===== src/rtl/com_csr_arb.sv =====
`default_nettype none
// ============================================================================
// Module      : com_csr_arb
// Description : Round-robin arbiter that lets NM CSR masters share one CSR
//               slave port. One transaction is outstanding at a time. The
//               slave's acknowledge and read data go back to the owning
//               master. A timeout completes any transaction the slave never
//               acknowledges, and returns an error response.
//
// Ports       : clk, rst (async, active-high), clear (sync, same effect)
//               m_vld/m_wr/m_addr/m_wdata : packed per-master requests
//               m_ack (one-hot pulse), m_err, m_rdata : responses
//               s_vld/s_wr/s_addr/s_wdata, s_ack/s_rdata : slave port
//               busy, gnt_idx, to_cnt : status
// Revision    : 1.0 - initial release
// ============================================================================
module com_csr_arb #(
    parameter int              NM       = 2,
    parameter int              AW       = 20,
    parameter int              DW       = 32,
    parameter int              TIMEOUT  = 255,
    parameter logic [DW-1:0]   ERR_DATA = 32'hDEAD_BEEF
) (
    input  logic                    clk,
    input  logic                    rst,
    input  logic                    clear,
    input  logic [NM-1:0]           m_vld,
    input  logic [NM-1:0]           m_wr,
    input  logic [NM*AW-1:0]        m_addr,
    input  logic [NM*DW-1:0]        m_wdata,
    output logic [NM-1:0]           m_ack,
    output logic                    m_err,
    output logic [DW-1:0]           m_rdata,
    output logic                    s_vld,
    output logic                    s_wr,
    output logic [AW-1:0]           s_addr,
    output logic [DW-1:0]           s_wdata,
    input  logic                    s_ack,
    input  logic [DW-1:0]           s_rdata,
    output logic                    busy,
    output logic [$clog2(NM)-1:0]   gnt_idx,
    output logic [15:0]             to_cnt
);

    localparam int             IW      = $clog2(NM);
    localparam int             CW      = 16;
    localparam bit             TO_EN   = (TIMEOUT != 0);
    // Last wait-counter value before the timeout fires; unused when disabled.
    localparam logic [CW-1:0]  TO_LAST = TO_EN ? CW'(TIMEOUT - 1) : '0;

    typedef enum logic [1:0] {
        S_IDLE = 2'd0,
        S_BUSY = 2'd1,
        S_DONE = 2'd2
    } state_t;

    state_t          r_state,   w_state_nxt;
    logic [IW-1:0]   r_ptr,     w_ptr_nxt;
    logic [CW-1:0]   r_wait,    w_wait_nxt;
    logic [IW-1:0]   r_gnt,     w_gnt_nxt;
    logic            r_s_vld,   w_s_vld_nxt;
    logic            r_s_wr,    w_s_wr_nxt;
    logic [AW-1:0]   r_s_addr,  w_s_addr_nxt;
    logic [DW-1:0]   r_s_wdata, w_s_wdata_nxt;
    logic [NM-1:0]   r_m_ack,   w_m_ack_nxt;
    logic            r_m_err,   w_m_err_nxt;
    logic [DW-1:0]   r_m_rdata, w_m_rdata_nxt;
    logic            r_busy,    w_busy_nxt;
    logic [CW-1:0]   r_to_cnt,  w_to_cnt_nxt;

    logic            w_found;
    logic [IW-1:0]   w_sel;
    int              w_cand;
    logic            w_timeout;

    // ------------------------------------------------------------------------
    // Round-robin search. Candidates are scanned from the farthest offset to
    // the nearest, so the last hit (smallest offset from r_ptr) wins.
    // ------------------------------------------------------------------------
    always_comb begin
        w_found = 1'b0;
        w_sel   = '0;
        w_cand  = 0;
        for (int i = NM - 1; i >= 0; i--) begin
            w_cand = int'(r_ptr) + i;
            if (w_cand >= NM) begin
                w_cand = w_cand - NM;
            end
            if (m_vld[w_cand]) begin
                w_found = 1'b1;
                w_sel   = IW'(w_cand);
            end
        end
    end

    // s_ack has priority over the timeout, so it is folded in here.
    assign w_timeout = TO_EN && !s_ack && (r_wait == TO_LAST);

    // ------------------------------------------------------------------------
    // Next-state and next-output logic
    // ------------------------------------------------------------------------
    always_comb begin
        w_state_nxt   = r_state;
        w_ptr_nxt     = r_ptr;
        w_wait_nxt    = r_wait;
        w_gnt_nxt     = r_gnt;
        w_s_vld_nxt   = r_s_vld;
        w_s_wr_nxt    = r_s_wr;
        w_s_addr_nxt  = r_s_addr;
        w_s_wdata_nxt = r_s_wdata;
        w_m_ack_nxt   = r_m_ack;
        w_m_err_nxt   = r_m_err;
        w_m_rdata_nxt = r_m_rdata;
        w_to_cnt_nxt  = r_to_cnt;

        case (r_state)
            S_IDLE: begin
                // A stray s_ack here belongs to a timed-out transaction.
                if (w_found) begin
                    w_gnt_nxt     = w_sel;
                    w_s_wr_nxt    = m_wr[w_sel];
                    w_s_addr_nxt  = m_addr[int'(w_sel)*AW +: AW];
                    w_s_wdata_nxt = m_wdata[int'(w_sel)*DW +: DW];
                    w_s_vld_nxt   = 1'b1;
                    w_wait_nxt    = '0;
                    w_state_nxt   = S_BUSY;
                end
            end
            S_BUSY: begin
                w_wait_nxt = r_wait + 1'b1;
                if (s_ack) begin
                    w_s_vld_nxt          = 1'b0;
                    w_m_rdata_nxt        = s_rdata;
                    w_m_err_nxt          = 1'b0;
                    w_m_ack_nxt          = '0;
                    w_m_ack_nxt[r_gnt]   = 1'b1;
                    w_state_nxt          = S_DONE;
                end else if (w_timeout) begin
                    w_s_vld_nxt          = 1'b0;
                    w_m_rdata_nxt        = ERR_DATA;
                    w_m_err_nxt          = 1'b1;
                    w_m_ack_nxt          = '0;
                    w_m_ack_nxt[r_gnt]   = 1'b1;
                    w_to_cnt_nxt         = (r_to_cnt == '1) ? r_to_cnt : r_to_cnt + 1'b1;
                    w_state_nxt          = S_DONE;
                end
            end
            S_DONE: begin
                // Bubble cycle: the acked master drops m_vld before the next
                // arbitration sees it.
                w_ptr_nxt   = (r_gnt == IW'(NM - 1)) ? '0 : r_gnt + 1'b1;
                w_m_ack_nxt = '0;
                w_m_err_nxt = 1'b0;
                w_state_nxt = S_IDLE;
            end
            default: begin
                w_state_nxt = S_IDLE;
            end
        endcase

        w_busy_nxt = (w_state_nxt != S_IDLE);

        if (clear) begin
            w_state_nxt   = S_IDLE;
            w_ptr_nxt     = '0;
            w_wait_nxt    = '0;
            w_gnt_nxt     = '0;
            w_s_vld_nxt   = 1'b0;
            w_s_wr_nxt    = 1'b0;
            w_s_addr_nxt  = '0;
            w_s_wdata_nxt = '0;
            w_m_ack_nxt   = '0;
            w_m_err_nxt   = 1'b0;
            w_m_rdata_nxt = '0;
            w_busy_nxt    = 1'b0;
            w_to_cnt_nxt  = '0;
        end
    end

    // ------------------------------------------------------------------------
    // State and output registers
    // ------------------------------------------------------------------------
    always_ff @(posedge clk or posedge rst) begin
        if (rst) begin
            r_state   <= S_IDLE;
            r_ptr     <= '0;
            r_wait    <= '0;
            r_gnt     <= '0;
            r_s_vld   <= 1'b0;
            r_s_wr    <= 1'b0;
            r_s_addr  <= '0;
            r_s_wdata <= '0;
            r_m_ack   <= '0;
            r_m_err   <= 1'b0;
            r_m_rdata <= '0;
            r_busy    <= 1'b0;
            r_to_cnt  <= '0;
        end else begin
            r_state   <= w_state_nxt;
            r_ptr     <= w_ptr_nxt;
            r_wait    <= w_wait_nxt;
            r_gnt     <= w_gnt_nxt;
            r_s_vld   <= w_s_vld_nxt;
            r_s_wr    <= w_s_wr_nxt;
            r_s_addr  <= w_s_addr_nxt;
            r_s_wdata <= w_s_wdata_nxt;
            r_m_ack   <= w_m_ack_nxt;
            r_m_err   <= w_m_err_nxt;
            r_m_rdata <= w_m_rdata_nxt;
            r_busy    <= w_busy_nxt;
            r_to_cnt  <= w_to_cnt_nxt;
        end
    end

    assign s_vld   = r_s_vld;
    assign s_wr    = r_s_wr;
    assign s_addr  = r_s_addr;
    assign s_wdata = r_s_wdata;
    assign m_ack   = r_m_ack;
    assign m_err   = r_m_err;
    assign m_rdata = r_m_rdata;
    assign busy    = r_busy;
    assign gnt_idx = r_gnt;
    assign to_cnt  = r_to_cnt;

endmodule
`default_nettype wire


===== config.mk =====
export PLATFORM = sky130hd
export DESIGN_NAME = com_csr_arb
export DESIGN_NICKNAME = d
export VERILOG_FILES = /design/src/rtl/com_csr_arb.sv
export SDC_FILE = /design/constraint.sdc
export NUM_CORES = 1
export LEC_CHECK = 0
export ABC_AREA = 1
export CORE_MARGIN = 4
export CORE_UTILIZATION = 44
export CTS_BUF_LIST = sky130_fd_sc_hd__clkbuf_16
export DETAILED_ROUTE_END_ITERATION = 7
export PLACE_DENSITY_LB_ADDON = 0.05
export SLEW_MARGIN = 30
export SYNTH_ARGS = -nofsm -noshare
export SYNTH_HDL_FRONTEND = slang
export SYNTH_SLANG_ARGS = --single-unit

===== constraint.sdc =====
create_clock -name clk -period 5.5 [get_ports clk]
set_input_delay 1.1 -clock clk [delete_from_list [all_inputs] [get_ports clk]]
set_output_delay 1.1 -clock clk [all_outputs]
set_load 0.01 [all_outputs]

# Word-level counts from Yosys, hierarchy flattened

Cells that the tools add are included.

Add/sub/neg operators: 6
Multipliers: 1
Div/mod/pow operators: 0
Magnitude comparators: 7
Eq/ne operators: 8
Shift operators: 2
Muxes and demuxes: 62
Bitwise logic cells: 0
Reduce and logical (&&, ||, !) cells: 19

Operators with widths:

| cell                                                        | number |
|---|---|
| 2-to-1 mux 32 bit                                           | 9 |
| 2-to-1 mux 16 bit                                           | 7 |
| less-than comparator 32 x 3 -> 1 bit, second input constant | 2 |
| variable part select 64 x 7 -> 32 bit                       | 1 |
| 2-to-1 mux 20 bit                                           | 3 |
| variable part select 40 x 7 -> 20 bit                       | 1 |
| adder 16 x 1 -> 16 bit, second input constant               | 2 |
| one-hot mux 16 bit (2 select lines)                         | 1 |
| 2-to-1 mux 1 bit                                            | 30 |
| equality test 16 bit, second input constant                 | 1 |
| equality test 16 x 8 -> 1 bit, second input constant        | 1 |
| 2-to-1 mux 2 bit                                            | 7 |
| nonzero test 2 bit                                          | 6 |
| nonzero test 3 bit                                          | 3 |
| one-hot mux 2 bit (2 select lines)                          | 2 |
| AND reduction 2 bit                                         | 4 |
| less-than comparator 1 x 2 -> 1 bit, second input constant  | 2 |
| multiplier 1 x 3 -> 4 bit, second input constant            | 1 |
| inequality test 2 bit, second input constant                | 2 |
| inequality test 4 bit, second input constant                | 1 |
| one-hot mux 1 bit (2 select lines)                          | 2 |
| AND reduction 4 bit                                         | 1 |
| inequality test 3 bit, second input constant                | 1 |
| AND reduction 3 bit                                         | 1 |
| other kinds (13)                                            | 14 |

Register bits: 126
Latch bits: 0
Memory bits (writable): 0
Bits in read-only memories: 0
Input bits: 144
Output and inout bits: 107
Word-level logic and storage cells: 118
Memories kept: 0

# Logic depth before layout (Yosys ltp)

Depth after elaboration: 13
Depth in mapped cells: 12
Depth with buffers taken out: 11

# Worst setup path before layout

No wires, ideal clock.

Path type: in2reg
From: input port clear
To: register r_s_wdata[17], in the netlist s_wdata[17]
Library setup time: 95 ps
Arrival: 1957 ps
Required time: 5405 ps
Slack: 3448 ps
Cell stages on the path: 5
Buffers on the path: 2
Cells stage by stage: buf_2 > inv_2 > clkbuf_1 > o21ai_0 > o31ai_1

Word-level cells in the longest chain between the ends: 2
Elaborated cells between the ends (all ways): 4
Those cells by class: mux (1); reduce/logical (3)

Ends and longest elaborated chain:

| what                          | line | RTL |
|---|---|---|
| start: declaration            | 26   | `input logic clear,` |
| nonzero test 2 bit (no line)  | --   |  |
| AND reduction 2 bit (no line) | --   |  |
| end signal: assignment        | 206  | `r_s_wdata <= w_s_wdata_nxt;` |
| end: declaration              | 64   | `logic [DW-1:0] r_s_wdata, w_s_wdata_nxt;` |

Several ways; a longest one is shown, not always the timed one.
A chain may end at the register's enable or synchronous reset.

# Worst setup path in the final report

From: input port clear
To: register r_s_wdata[4], in the netlist s_wdata[4]

The elaborated chain is that of the path after synthesis.

==> impl_metrics.py <==
metrics = {
    "run_status": {
        "status": "completed",
    },
    "global_route": {
        "grt_max_degree": 69,
        "track_usage": 0.252,
        "grt_overflow": 0,
        "antenna_found_initial": 0,
        "grt_pass1_wl_um": 32100,
        "grt_pass1_vias": 6077,
    },
    "placed_design": {
        "portBuffers": 250,
        "dp_hpwl_um": 14300,
        "pre_cts_ws_ns": 1.86,
        "gp_congestion": 0.904,
    },
    "route": {
        "dr.first_iter.drc_count": 439,
        "via_count": 6212,
        "routed_wl_um": 20100,
        "via_per_inst": 5.14,
        "dr.pass1.iters": 5,
        "ant_nets": 0,
        "remaining_drc_errors": 0,
        "drt-wirelength-per-cell_um": 16.6,
    },
    "synthesis": {
        "synthCells": 778,
        "netlist-cell-type-count": 33,
        "synth-seq-area-share": 0.504,
        "avgSynthCellArea_sq_um": 8.04,
        "syn-num-nets": 925,
        "synth_area_sq_um": 6250,
        "ys_seq_elements": 126,
        "yosys_warnings": 0,
    },
    "pwr": {
        "intPower_uw": 1940,
        "p_sw_frac": 0.258,
        "seq_power_share": 0.397,
        "ir_drop_mv": 0.206,
        "leakagePower_uw": 0.00406,
        "combinationalPowerShare": 0.180,
        "powerDensity_nw_per_um2": 279,
        "p_switching_uw": 674,
        "pwr-share-clk": 0.424,
    },
    "clocking": {
        "hold_buffers": 0,
        "clockBufferDepth": 2,
        "cts_tree": "yes",
        "clock_latency_ns": 0.42,
        "htree_num_levels": 4,
        "path_clk_slew_ns": 0.06,
        "cts_resized": 0,
        "post_cts_buffers": 0,
        "root_buffer": "clkbuf_16",
        "cts-buffers-inserted": 17,
        "clock_sinks": 126,
    },
    "job": {
        "maxCapViolCount": 0,
    },
    "finish": {
        "area_growth_pct": 49.9,
        "final_common_cell": "clkdlybuf4s50_1",
        "drive_above_1_share": 0.0671,
        "nNetsFinal": 1162,
        "layout_common_cells": "250 x clkdlybuf4s50_1, 214 x nand2_1, 126 x dfrtp_1, 115 x nor2_1, 64 x o21ai_0",
        "n_antenna_cell": 0,
    },
    "timing": {
        "rsz0062_at_grt": "false",
        "fin_tns_setup_ns": 0,
        "slew_headroom": 0.459,
        "maxSlewViolCount": 0,
        "fin_crit_sh": 0.586,
        "fin_skew_ns": 0.00747,
        "min_period_ns": 3.22,
        "tightest_slew_ns": 0.811,
        "setup_viol": 0,
        "setup_ws_ns": 2.28,
        "max_freq_mhz": 310,
        "hold_viol_final": 0,
    },
    "floorplan": {
        "die_x_um": 127,
        "core-area_sq_um": 13900,
        "fp.dieH_um": 127,
        "die_area_sq_um": 16200,
        "io_pins": 251,
        "rows": 43,
        "initial_utilization": 0.450,
    },
    "worst_hold_path": {
        "hold_class": "reg -> reg",
    },
    "critical_path": {
        "end_kind": "register",
        "slowest_stage": "inv_2",
        "r2r_slack_ns": 3.30,
        "path_cells": "clkdlybuf4s50_1 -> inv_2 -> nand2_2 -> o31ai_1",
        "worstSetupStartpointType": "input pin",
        "worstPathArrival_ns": 3.52,
        "cp.required_ns": 5.80,
        "crit_fanout": 46,
        "critPathKind": "in -> reg",
        "critPathMaxStageDelay_ns": 0.68,
    },
}
[final timing paths]
check                              end        start  cells after the start
max in group asynchronous  s_wdata[29]          rst                      3
max                         s_wdata[4]        clear                      4
min                        m_rdata[21]  m_rdata[21]                      2
max reg2reg                s_wdata[11]   r_state[1]                      8
min reg2reg                m_rdata[21]  m_rdata[21]                      2
min in group asynchronous  m_rdata[19]          rst                      2
[logic make-up (layout without fill, tap and decap cells)]
| family | after synthesis | in the layout | share of synthesized area |
|---|---|---|---|
| AOI/OAI and AO/OA | 148 | 148 | 0.140 |
| xor gates and xnor gates | 3 | 3 | 0.00420 |
| adders and majority gates | 3 | 3 | 0.00600 |
| buffers and inverters | 80 | 330 | 0.0622 |
| DFF | 126 | 126 | 0.504 |
| and+or+nand+nor | 418 | 418 | 0.283 |
[through the flow]
step | std cells | hold slack [ns] | instance area (sq um) | util | total power, uW
floorplan | 778 | 0.497 | 6250 | - | 1240
global placement | 1176 | 0.452 | 8800 | 0.634 | 1520
detailed placement | 1176 | 0.458 | 8800 | 0.634 | 1520
CTS | 1208 | 0.473 | 9380 | 0.675 | 2640
global route | 1208 | 0.490 | 9380 | 0.675 | 2730
finish | 1208 | 0.468 | 9380 | 0.675 | 2610
[layout make-up]
| type | instances | area, sq um |
|---|---|---|
| Timing Repair Buffer | 255 | 2540 |
| Clock inverter | 15 | 154 |
| Tap cell | 180 | 225 |
| Inverter | 43 | 165 |
| Clock buffer | 17 | 425 |
| Multi-Input combinational cell | 572 | 2710 |
| Sequential cell | 126 | 3150 |
| Fill cell | 1201 | 4510 |
[worst max-delay path, delay by kind of cell]
family / cells / cell delay (ns)
AND/OR/NAND/NOR: 1 / 0.65
buffers and inverters: 2 / 1.27
AO/OA/AOI/OAI: 1 / 0.47
[registers in the layout, summed over array words and instances (netlist names)]
signal and flops:
m_rdata 32, s_wdata 32, s_addr 20, r_wait 16, to_cnt 16, m_ack 2
r_state 2, busy 1, gnt_idx 1, m_err 1, r_ptr 1, s_vld 1
s_wr 1
[layer usage]
layer,global-route usage,vias to the layer above,part of all wire
li1,-,3043,-
met1,0.308,2891,0.41
met2,0.420,245,0.48
met3,0.0819,33,0.084
met4,0.0883,0,0.023
met5,0,-,0
[power by group through the flow]
stage | Combinational (uW) | Clock, uW | Sequential (uW)
floorplan | 167 | 0 | 1080
global placement | 471 | 0 | 1050
detailed placement | 473 | 0 | 1050
CTS | 476 | 1120 | 1040
global route | 510 | 1170 | 1040
finish | 469 | 1110 | 1040
[cell usage after synthesis]
cell / instances / area (sq um)
clkinv_2: 1 / 5.00
nand2_4: 2 / 22.5
xor2_1: 3 / 26.3
and2_1: 1 / 6.26
inv_2: 8 / 30.0
o21ai_1: 19 / 95.1
a21o_1: 1 / 7.51
o22ai_1: 1 / 6.26
clkbuf_1: 14 / 52.6
nand4_1: 12 / 75.1
o2111ai_1: 3 / 26.3
o21bai_1: 2 / 15.0
or2_2: 6 / 37.5
buf_4: 6 / 45.0
nor2_2: 3 / 18.8
nor3_1: 12 / 60.1
nand2_2: 9 / 56.3
nor2_4: 3 / 33.8
ha_1: 3 / 37.5
clkinv_1: 1 / 3.75
nand3_1: 38 / 190
o31ai_1: 46 / 345
o21ai_0: 64 / 320
a31oi_1: 1 / 6.26
inv_1: 33 / 124
nand3_2: 1 / 10.0
buf_6: 7 / 78.8
nand2_1: 215 / 807
dfrtp_1: 126 / 3150
a21oi_1: 11 / 55.1
buf_2: 10 / 50.1
nor2_1: 115 / 432
nor2_8: 1 / 20.0
(Power assumes the default switching activity.)
